[config.mk]
export PLATFORM = sky130hd
export DESIGN_NAME = shiftadd_mult8
export DESIGN_NICKNAME = d
export VERILOG_FILES = /design/src/rtl/mult_pkg.sv /design/src/rtl/eightbitadd.sv /design/src/rtl/shiftadd_mult8.sv
export SDC_FILE = /design/constraint.sdc
export NUM_CORES = 1
export LEC_CHECK = 0
export BUFFER_PORTS_ARGS = -buffer_cell sky130_fd_sc_hd__buf_2
export CORE_MARGIN = 2
export CORE_UTILIZATION = 40
export CTS_BUF_LIST = sky130_fd_sc_hd__clkbuf_4 sky130_fd_sc_hd__clkbuf_8 sky130_fd_sc_hd__clkbuf_16
export DETAILED_ROUTE_END_ITERATION = 7
export GPL_ROUTABILITY_DRIVEN = 0
export HOLD_SLACK_MARGIN = 0.02
export PLACE_DENSITY = 0.67
export SLEW_MARGIN = 15
export SYNTH_ARGS = -nofsm -noshare
export SYNTH_HDL_FRONTEND = slang
export SYNTH_HIERARCHICAL = 1
export SYNTH_SLANG_ARGS = --single-unit
[constraint.sdc]
create_clock -name clk -period 3.8 [get_ports clk]
set_clock_uncertainty 0.15 [all_clocks]
set_input_delay 0.76 -clock clk [delete_from_list [all_inputs] [get_ports clk]]
set_output_delay 0.76 -clock clk [all_outputs]
set_load 0.005 [all_outputs]
[src/rtl/mult_pkg.sv]
// rtl/mult_pkg.sv - shared encodings and constants for the shift-add multiplier
package mult_pkg;

  localparam int         MULT_W    = 8;
  localparam logic [3:0] ITER_LAST = 4'd7;

  typedef enum logic [1:0] {
    IDLE = 2'd0,
    RUN  = 2'd1,
    DONE = 2'd2
  } state_e;

endpackage

[src/rtl/eightbitadd.sv]
// rtl/eightbitadd.sv - 8-bit ripple-carry adder shared by the multiplier datapath
module eightbitadd (
  output logic [7:0] S,
  output logic       Cout,
  input  logic [7:0] A,
  input  logic [7:0] B
);

  logic [8:0] c;

  always_comb begin
    c = '0;
    S = '0;
    for (int i = 0; i < 8; i++) begin
      S[i]     = A[i] ^ B[i] ^ c[i];
      c[i + 1] = (A[i] & B[i]) | (c[i] & (A[i] ^ B[i]));
    end
  end

  assign Cout = c[8];

endmodule

[src/rtl/shiftadd_mult8.sv]
// rtl/shiftadd_mult8.sv - 8x8 unsigned sequential multiplier, one add per cycle
module shiftadd_mult8
  import mult_pkg::*;
#(
  parameter int WIDTH = 8
) (
  input  logic        clk,
  input  logic        rst_n,
  input  logic        start,
  input  logic [7:0]  a,
  input  logic [7:0]  b,
  output logic        busy,
  output logic        done,
  output logic [15:0] product
);

  if (WIDTH != MULT_W) begin : g_width_check
    $error("shiftadd_mult8: WIDTH must be 8, the shared adder is fixed width");
  end

  state_e     state_q, state_d;
  logic [7:0] m_q, m_d;
  logic [7:0] hi_q, hi_d;
  logic [7:0] lo_q, lo_d;
  logic [3:0] cnt_q, cnt_d;
  logic       busy_q, busy_d;
  logic       done_q, done_d;

  logic [7:0] add_b;
  logic [7:0] add_s;
  logic       add_cout;

  // B is muxed to zero rather than skipping the add, so every run is 8 cycles
  assign add_b = lo_q[0] ? m_q : 8'h00;

  eightbitadd u_add (
    .S    (add_s),
    .Cout (add_cout),
    .A    (hi_q),
    .B    (add_b)
  );

  always_comb begin
    state_d = state_q;
    m_d     = m_q;
    hi_d    = hi_q;
    lo_d    = lo_q;
    cnt_d   = cnt_q;
    busy_d  = busy_q;
    done_d  = 1'b0;
    case (state_q)
      IDLE: begin
        if (start) begin
          m_d     = a;
          lo_d    = b;
          hi_d    = 8'h00;
          cnt_d   = 4'd0;
          busy_d  = 1'b1;
          state_d = RUN;
        end
      end
      RUN: begin
        // carry-out lands in hi[7], so the 16-bit product never overflows
        {hi_d, lo_d} = {add_cout, add_s, lo_q[7:1]};
        cnt_d        = cnt_q + 4'd1;
        if (cnt_q == ITER_LAST) begin
          done_d  = 1'b1;
          state_d = DONE;
        end
      end
      DONE: begin
        busy_d  = 1'b0;
        state_d = IDLE;
      end
      default: begin
        busy_d  = 1'b0;
        state_d = IDLE;
      end
    endcase
  end

  always_ff @(posedge clk or negedge rst_n) begin
    if (!rst_n) begin
      state_q <= IDLE;
      m_q     <= 8'h00;
      hi_q    <= 8'h00;
      lo_q    <= 8'h00;
      cnt_q   <= 4'd0;
      busy_q  <= 1'b0;
      done_q  <= 1'b0;
    end else begin
      state_q <= state_d;
      m_q     <= m_d;
      hi_q    <= hi_d;
      lo_q    <= lo_d;
      cnt_q   <= cnt_d;
      busy_q  <= busy_d;
      done_q  <= done_d;
    end
  end

  assign busy    = busy_q;
  assign done    = done_q;
  assign product = {hi_q, lo_q};

endmodule

=== After elaboration in Yosys (flattened, before gate mapping) ===
Index checks and enable logic that the tools add are counted.

* Register bits after elaboration: 32
* Bits of input ports: 19
* Output and inout port bits: 18
* Word-level logic and storage cells: 70

* Add/sub/neg operators: 1
* Equal/unequal tests: 4
* Multiplexer cells: 14
* Bitwise operators: 38
* Reductions and logical operators: 6

{| class="wikitable"
|+ Operators by type and width
! cell !! number
|-
| 8-bit case mux with 2 select lines || 2
|-
| 8-bit 2-to-1 mux || 3
|-
| 1-bit AND || 15
|-
| 1-bit XOR || 15
|-
| 4-bit case mux with 2 select lines || 1
|-
| 2-bit AND reduction || 4
|-
| 1-bit OR || 7
|-
| 4-bit by 1-bit adder with 4-bit output (second input constant) || 1
|-
| 4-bit by 3-bit equality test with 1-bit output (second input constant) || 1
|-
| 2-bit 2-to-1 mux || 2
|-
| 4-bit 2-to-1 mux || 1
|-
| 2-bit != test (second input constant) || 2
|-
| 2-bit case mux with 2 select lines || 1
|-
| 1-bit 2-to-1 mux || 3
|-
| 2-bit by 1-bit equality test with 1-bit output (second input constant) || 1
|-
| 2-bit zero test || 1
|-
| 1-bit case mux with 2 select lines || 1
|-
| 2-bit nonzero test || 1
|-
| 1-bit NOT || 1
|}

=== Depth between registers and ports, before layout ===
Gate-level depths: netlist of the first run.

* Depth after elaboration: 17
* Depth in mapped cells: 14
* Depth with buffers taken out: 14

=== By module ===
Netlist of the first run, hierarchy kept.

{| class="wikitable"
|+ By module, submodules not included
! module !! instances !! cells an instance !! area an instance (µm²) !! seq. area each (µm²)
|-
| shiftadd_mult8 || 1 || 113 || 1,392.6 || 800.8
|-
| eightbitadd || 1 || 18 || 190.2 || 0.0
|}

=== Worst setup path before layout of the first run ===
OpenSTA, ideal clock, no wires.

* Path kind: register to register
* From: register lo_q[0]
* To: register hi_q[6]
* Library setup time: 65 ps
* Arrival time: 3,481 ps
* Data required time: 3,585 ps
* Path slack: 104 ps
* Stages on the path, launching flop included: 15
* Path buffers: 0
* Period minus slack after synthesis: 3,696 ps
* Cell sequence: dfrtp_1 -> and2_1 -> ha_1 -> inv_1 -> fa_1 -> inv_1 -> fa_1 -> fa_1 -> fa_1 -> fa_1 -> fa_1 -> inv_1 -> fa_1 -> inv_1 -> a22o_1

* Longest elaborated chain between the ends: 16
* Elaborated cells between the ends (all ways): 29
* Classes of those cells: mux: 2; bitwise: 27

{| class="wikitable"
|+ Ends and longest elaborated chain
! element !! line !! source
|-
| from (decl) || shiftadd_mult8.sv:24 || <nowiki>logic [7:0] lo_q, lo_d;</nowiki>
|-
| from (signal assigned) || shiftadd_mult8.sv:95 || <nowiki>lo_q <= lo_d;</nowiki>
|-
| 8-bit 2-to-1 mux || shiftadd_mult8.sv:34 || <nowiki>assign add_b = lo_q[0] ? m_q : 8'h00;</nowiki>
|-
| via add_b[0] || shiftadd_mult8.sv:29 || <nowiki>logic [7:0] add_b;</nowiki>
|-
| 1-bit AND (2 in series) || eightbitadd.sv:16 || <nowiki>c[i + 1] = (A[i] & B[i]) | (c[i] & (A[i] ^ B[i]));</nowiki>
|-
| 1-bit OR || eightbitadd.sv:16 ||
|-
| 1-bit AND || eightbitadd.sv:16 ||
|-
| 1-bit OR || eightbitadd.sv:16 ||
|-
| 1-bit AND || eightbitadd.sv:16 ||
|-
| 1-bit OR || eightbitadd.sv:16 ||
|-
| 1-bit AND || eightbitadd.sv:16 ||
|-
| 1-bit OR || eightbitadd.sv:16 ||
|-
| 1-bit AND || eightbitadd.sv:16 ||
|-
| 1-bit OR || eightbitadd.sv:16 ||
|-
| 1-bit AND || eightbitadd.sv:16 ||
|-
| 1-bit OR || eightbitadd.sv:16 ||
|-
| 1-bit XOR || eightbitadd.sv:15 || <nowiki>S[i] = A[i] ^ B[i] ^ c[i];</nowiki>
|-
| via add_s[7] || shiftadd_mult8.sv:30 || <nowiki>logic [7:0] add_s;</nowiki>
|-
| 8-bit case mux with 2 select lines || shiftadd_mult8.sv:51 || <nowiki>case (state_q)</nowiki>
|-
| to (signal assigned) || shiftadd_mult8.sv:94 || <nowiki>hi_q <= hi_d;</nowiki>
|-
| to (decl) || shiftadd_mult8.sv:23 || <nowiki>logic [7:0] hi_q, hi_d;</nowiki>
|}

The timed path passes the listed nets, and every way through them passes these cells.
A chain may end at the register's enable or synchronous reset.

=== Worst setup path in the final report of the first run ===
Same ends and word-level chain as after synthesis.

==> run metrics, run 1 <==
status=finished, final reports clean; dominant cell by count in the synthesized netlist=dfrtp_1; max_slew headroom=a little under half; Slew @ Worst Pin=802.6 ps; multi-input logic area=a little under 700 µm²; Top cell by count, worst path=fa_1; vias in the first global route=1135; required time worst endpoint=between 3000 and 4000 ps; Synth cell types=27; CTS clk-pin slew, worst paths=about 60 ps; Nets=200; CP max stage delay=410 ps; Reg area=between 800 and 900 µm²; Ports=37; slack of the worst reg-to-reg path=~130 ps; top cells by count, synth=dfrtp_1, inv_1, a22o_1; Synth Register Bits=32; post-route ant nets=0; CTS tree=yes; clk sinks=32; clock period minus worst slack=3673 ps; hold-fix buffers at CTS=0; Post-Synthesis Cells=between 100 and 150; Async S/R FF share, synth=between 90% and 100%; main flop type after synthesis=dfrtp_1; Max FO, Critical Path=3; via count=about 1.1k; layout cells sized above 1=a little over a third; Initial Utilization=42.28%; Pleak=roughly 0.95 nW; CP Launch Type=flop; Tightest Hold Check Type=reg -> reg; CTS Root Cell=clkbuf_8; largest net degree at the start of global routing=33; cell accounting for the most synthesized area=dfrtp_1; IO Port Bufs=36; crit path DAT=between 3000 and 4000 ps; Detailed Routing Iterations Pass 1=4; Die Width=approximately 67 µm; number of synthesized flops with an enable pin=0; Peak Freq=approximately 270 MHz; initial antenna violation count=0; final worst path period share=a little over nine tenths; Post-Syn Area per Cell=12.08 µm²; Wirelength per Cell=approximately 14 µm; Die ar.=4476 µm²; Yosys warnings=6; Clock Latency Late Sink=around 280 ps; critical path cell sequence=and2_1 -> ha_1 -> inv_1 -> fa_1 -> inv_1 -> fa_1 -> fa_2 -> fa_1 -> fa_1 -> fa_1 -> inv_1 -> fa_1 -> inv_1 -> a22o_1; n_diodes=0; top cells by area, synth=dfrtp_1, fa_1, mux2_2, a22o_1, a22oi_1; Routed WL=3027 µm; MaxCap Viol Count=0; row cnt=22; Die Height=about 67 µm; Core Box Area=roughly 3700 µm²; Hold Fails Final Rpt=0; CP max-delay cell=fa_1; Fin Setup TNS=0 ps; first-pass GRT wire length=approximately 5000 µm; RSZ-0062 raised after global routing=false; Post-Syn Area=about 1600 µm²; pwr dens=about 770 nW/µm²; Setup-failing EPs final=0; top cell type's share of synthesized area=50.59%; Synth Net Count=159; fill count=about 360; gr ovfl total=0; Iteration-0 DRC Markers=39; Syn-to-layout area delta=19.84%; Num CTS Buffers=5; H-tree levels=2; Final Max Tran Viols=0; GRT Total Usage=between 10% and 20%; worst vdd ir=309.8 µV; total power=1.466 mW; Crit Path Category=reg -> reg; Crit. End Element=flop; sequential fraction of the synthesis area=roughly half; routed vias/inst=5.081; HPWL Detailed=2209 µm; # DRC=0; Max Root-Sink Buffers=2
metal layers:
metal | GRT usage [%] | vias to the layer above | wire [µm]
li1 | - | 535 | -
met1 | 18.14 | 555 | 1284
met2 | 26.00 | 27 | 1572
met3 | 4.730 | 6 | 120
met4 | 6.378 | 0 | 49
met5 | 0 | - | 0
through the flow:
step                      utilization, %  area, µm²  hold WS (ps)  cells  setup WS [ps]
after floorplan                        -       1583         314.4    131          104.0
after global placement             47.79       1789         315.6    212          128.1
after detailed placement           47.79       1789         335.1    212          56.84
after CTS                          50.40       1887         351.0    220          36.56
after global routing               50.67       1897         362.5    221          10.12
final                              50.67       1897         341.8    221          126.8
registers in the layout (all words and copies together) (netlist names):
name and cells:
lo_q 8, done 1, busy 1, cnt_q 4
state_q 2, hi_q 8, m_q 8
path summary, 6_finish.rpt:
path                                     start                     end  cells past startpoint
max                        lo_q[0]$_DFFE_PN0P_     hi_q[6]$_DFFE_PN0P_                     14
min                           busy$_DFFE_PN0P_        busy$_DFFE_PN0P_                      1
max in group asynchronous                rst_n  state_q[0]$_DFFE_PN0P_                      1
max reg2reg                lo_q[0]$_DFFE_PN0P_     hi_q[6]$_DFFE_PN0P_                     14
min reg2reg                   busy$_DFFE_PN0P_        busy$_DFFE_PN0P_                      1
min in group asynchronous                rst_n      m_q[6]$_DFFE_PN0P_                      1
worst max-delay path, delay by kind of cell (launching register included):
family          cells  cell delay (ps)
simple gates        1              140
compound gates      1              120
buf+inv             4              250
flops               1              380
fa+ha+maj           8             2560
cells in the final DEF (no fill, tap or decap), types with 2 or more instances in the layout:
master / n
a21oi_1: 6
a22o_1: 10
a22oi_1: 7
and2_1: 8
and2b_1: 5
buf_2: 36
buf_4: 3
clkbuf_4: 2
clkbuf_8: 6
dfrtp_1: 32
fa_1: 6
ha_1: 2
inv_1: 11
mux2_2: 9
nand2_1: 7
nor2_1: 2
nor3_1: 2
o21ai_0: 9
report_power, final:
part	internal, mW	switching, mW	total [mW]	leakage [nW]
combinational	0.312	0.249	0.560	0.504
sequential	0.495	0.134	0.630	0.395
clock	0.162	0.114	0.276	0.0523
total	0.969	0.497	1.47	0.951
layout make-up:
type                       count  area share [%]
sequential                    32           42.22
tap                           48           3.166
timing repair buffer          39           10.69
inverter                      11           2.177
multi-input combinational     83           36.61
clock buffer                   8           5.145
cell families after synthesis:
logic type      synth area share [%]
flops                          50.59
fa+ha+maj                      10.43
compound gates                 14.78
simple gates                   11.46
mux                            7.036
buf+inv                        5.691
what timing repair did:
action                     4_1_cts  5_1_grt
buffers inserted                 0        1
setup endpoints to repair        0        1
gates resized for setup          0        1
(Power assumes the default switching activity.)
==> inputs of run 2 (changes only) <==
CELL_PAD_IN_SITES_DETAIL_PLACEMENT = 1   (was default)
CELL_PAD_IN_SITES_GLOBAL_PLACEMENT = 1   (was default)
CORE_UTILIZATION = 37   (was 40)
PLACE_DENSITY = 0.76   (was 0.67)
==> run 2 against run 1 <==
Critical path depth unchanged. Register-to-register slack improved by 50 ps. Worst hold slack got worse by 13 ps. Die area increased by 7.6%. Critical endpoint unchanged.
==> run metrics, run 2 (same netlist as run 1, synthesis figures left out) <==
hold depth=1; Nets=between 200 and 250; Die ar.=4817 µm²; Tightest Hold Check Type=reg -> reg; Fin Setup TNS=0 ps; Pleak=roughly 0.95 nW; clock period minus worst slack=between 3000 and 4000 ps; Detailed Routing Iterations Pass 1=4; Peak Freq=about 280 MHz; Routed WL=about 3700 µm; RSZ-0062 raised after global routing=false; Setup-failing EPs final=0; via count=1150; gr ovfl total=0; layout cells sized above 1=a little under two fifths; routed vias/inst=5.134; pwr dens=roughly 800 nW/µm²; r2r worst-path depth=14; Final Non-Filler Cells=224; status=finished, final reports clean; first-pass GRT wire length=6492 µm; # DRC=0; n_diodes=0; total power=approximately 1.5 mW; Clock Latency Late Sink=280 ps; largest net degree at the start of global routing=33; CTS clk-pin slew, worst paths=~70 ps; Max Root-Sink Buffers=2; CP Launch Type=flop; crit path launch=lo_q[0]$_DFFE_PN0P_; final worst path period share=between 90% and 100%; post-route ant nets=0; CTS Root Cell=clkbuf_8; Top Registers=hi_q: 8 flops, lo_q: 8 flops, m_q: 8 flops; Die Width=about 69 µm; Final Max Tran Viols=0; initial antenna violation count=0; placed cells=about 210; GRT Total Usage=between 15 and 20%; Die Height=around 69 µm; Crit. End Element=flop; required time worst endpoint=between 3000 and 4000 ps; Crit Path Category=reg -> reg; Initial Utilization=~39%; worst vdd ir=around 290 µV; H-tree levels=2; Hold Startpoint=busy$_DFFE_PN0P_; post-layout util=a little under half; IO Port Bufs=36; row cnt=23; crit path DAT=around 3700 ps; Core Box Area=roughly 4000 µm²; Slew @ Worst Pin=883.2 ps; Max FO, Critical Path=4; commonest non-fill, non-tap cell in the layout=buf_2; Syn-to-layout area delta=20.95%; CTS tree=yes; Ports=37; MaxCap Viol Count=0; vias in the first global route=about 1.3k; clk sinks=32; Hold Fails Final Rpt=0; Iteration-0 DRC Markers=36; max_slew headroom=approximately two fifths; most frequent cells in the layout=buf_2, dfrtp_1, inv_1; Num CTS Buffers=5; R2R Path Start=lo_q[0]$_DFFE_PN0P_; Wirelength per Cell=16.39 µm; HPWL Detailed=roughly 2700 µm
## run 2: cell count changes in the layout (fill, tap and decap cells not counted)
cell,previous run,this run
fa_1,6,3
fa_2,1,4
buf_4,3,4
## run 2: routing by layer
| metal | up-vias | track usage, % | part of all wire, % |
|---|---|---|---|
| met1 | 598 | 19.10 | 41 |
| met3 | 2 | 5.814 | 2.7 |
| met4 | 0 | 3.922 | 0.46 |
| met2 | 16 | 31.20 | 55 |
| met5 | - | 0 | 0 |
| li1 | 534 | - | - |
## run 2: repair_timing
item | in CTS | in global routing
cloned | 0 | 0
endpoints found under the setup margin | 1 | 1
endpoints found under the hold margin | 0 | 0
setup buffers | 0 | 2
gates resized for setup | 2 | 2
hold buffers | 0 | 0
## run 2: metrics by stage
step | hold slack, ps | area [µm²] | worst slack [ps]
CTS | 337.4 | 1894 | 51.85
global placement | 316.4 | 1792 | 124.8
floorplan | 314.4 | 1583 | 104.0
finish | 328.5 | 1914 | 179.5
global route | 348.1 | 1914 | 9.498
detailed placement | 319.7 | 1792 | -22.40
## run 2: layout make-up
cell class                 count  area [µm²]
inverter                      11       41.29
sequential                    32       800.8
clock buffer                   8       97.59
tap                           50       62.56
timing repair buffer          40       210.2
fill                         466        2143
multi-input combinational     83       701.9
## run 2: worst paths after layout
| kind | to | slack (ps) |
|---|---|---|
| min reg2reg | busy$_DFFE_PN0P_ | 330 |
| min in group asynchronous | lo_q[3]$_DFFE_PN0P_ | 390 |
| max | hi_q[6]$_DFFE_PN0P_ | 180 |
| min | busy$_DFFE_PN0P_ | 330 |
| max reg2reg | hi_q[6]$_DFFE_PN0P_ | 180 |
| max in group asynchronous | m_q[4]$_DFFE_PN0P_ | 2650 |
## run 2: report_power, final
part / total, mW / switching, mW / internal (mW)
logic: 0.594 / 0.271 / 0.323
registers: 0.636 / 0.141 / 0.495
clock network: 0.285 / 0.123 / 0.162
## run 2: critical path, stage by stage, from the launching register on
cell,delay [ps]
dfrtp_1,400
and2_1,150
ha_1,170
inv_1,60
fa_1,150
inv_1,50
fa_2,330
fa_2,360
fa_2,350
fa_2,340
fa_1,360
inv_1,80
fa_1,410
inv_1,70
a22o_1,130
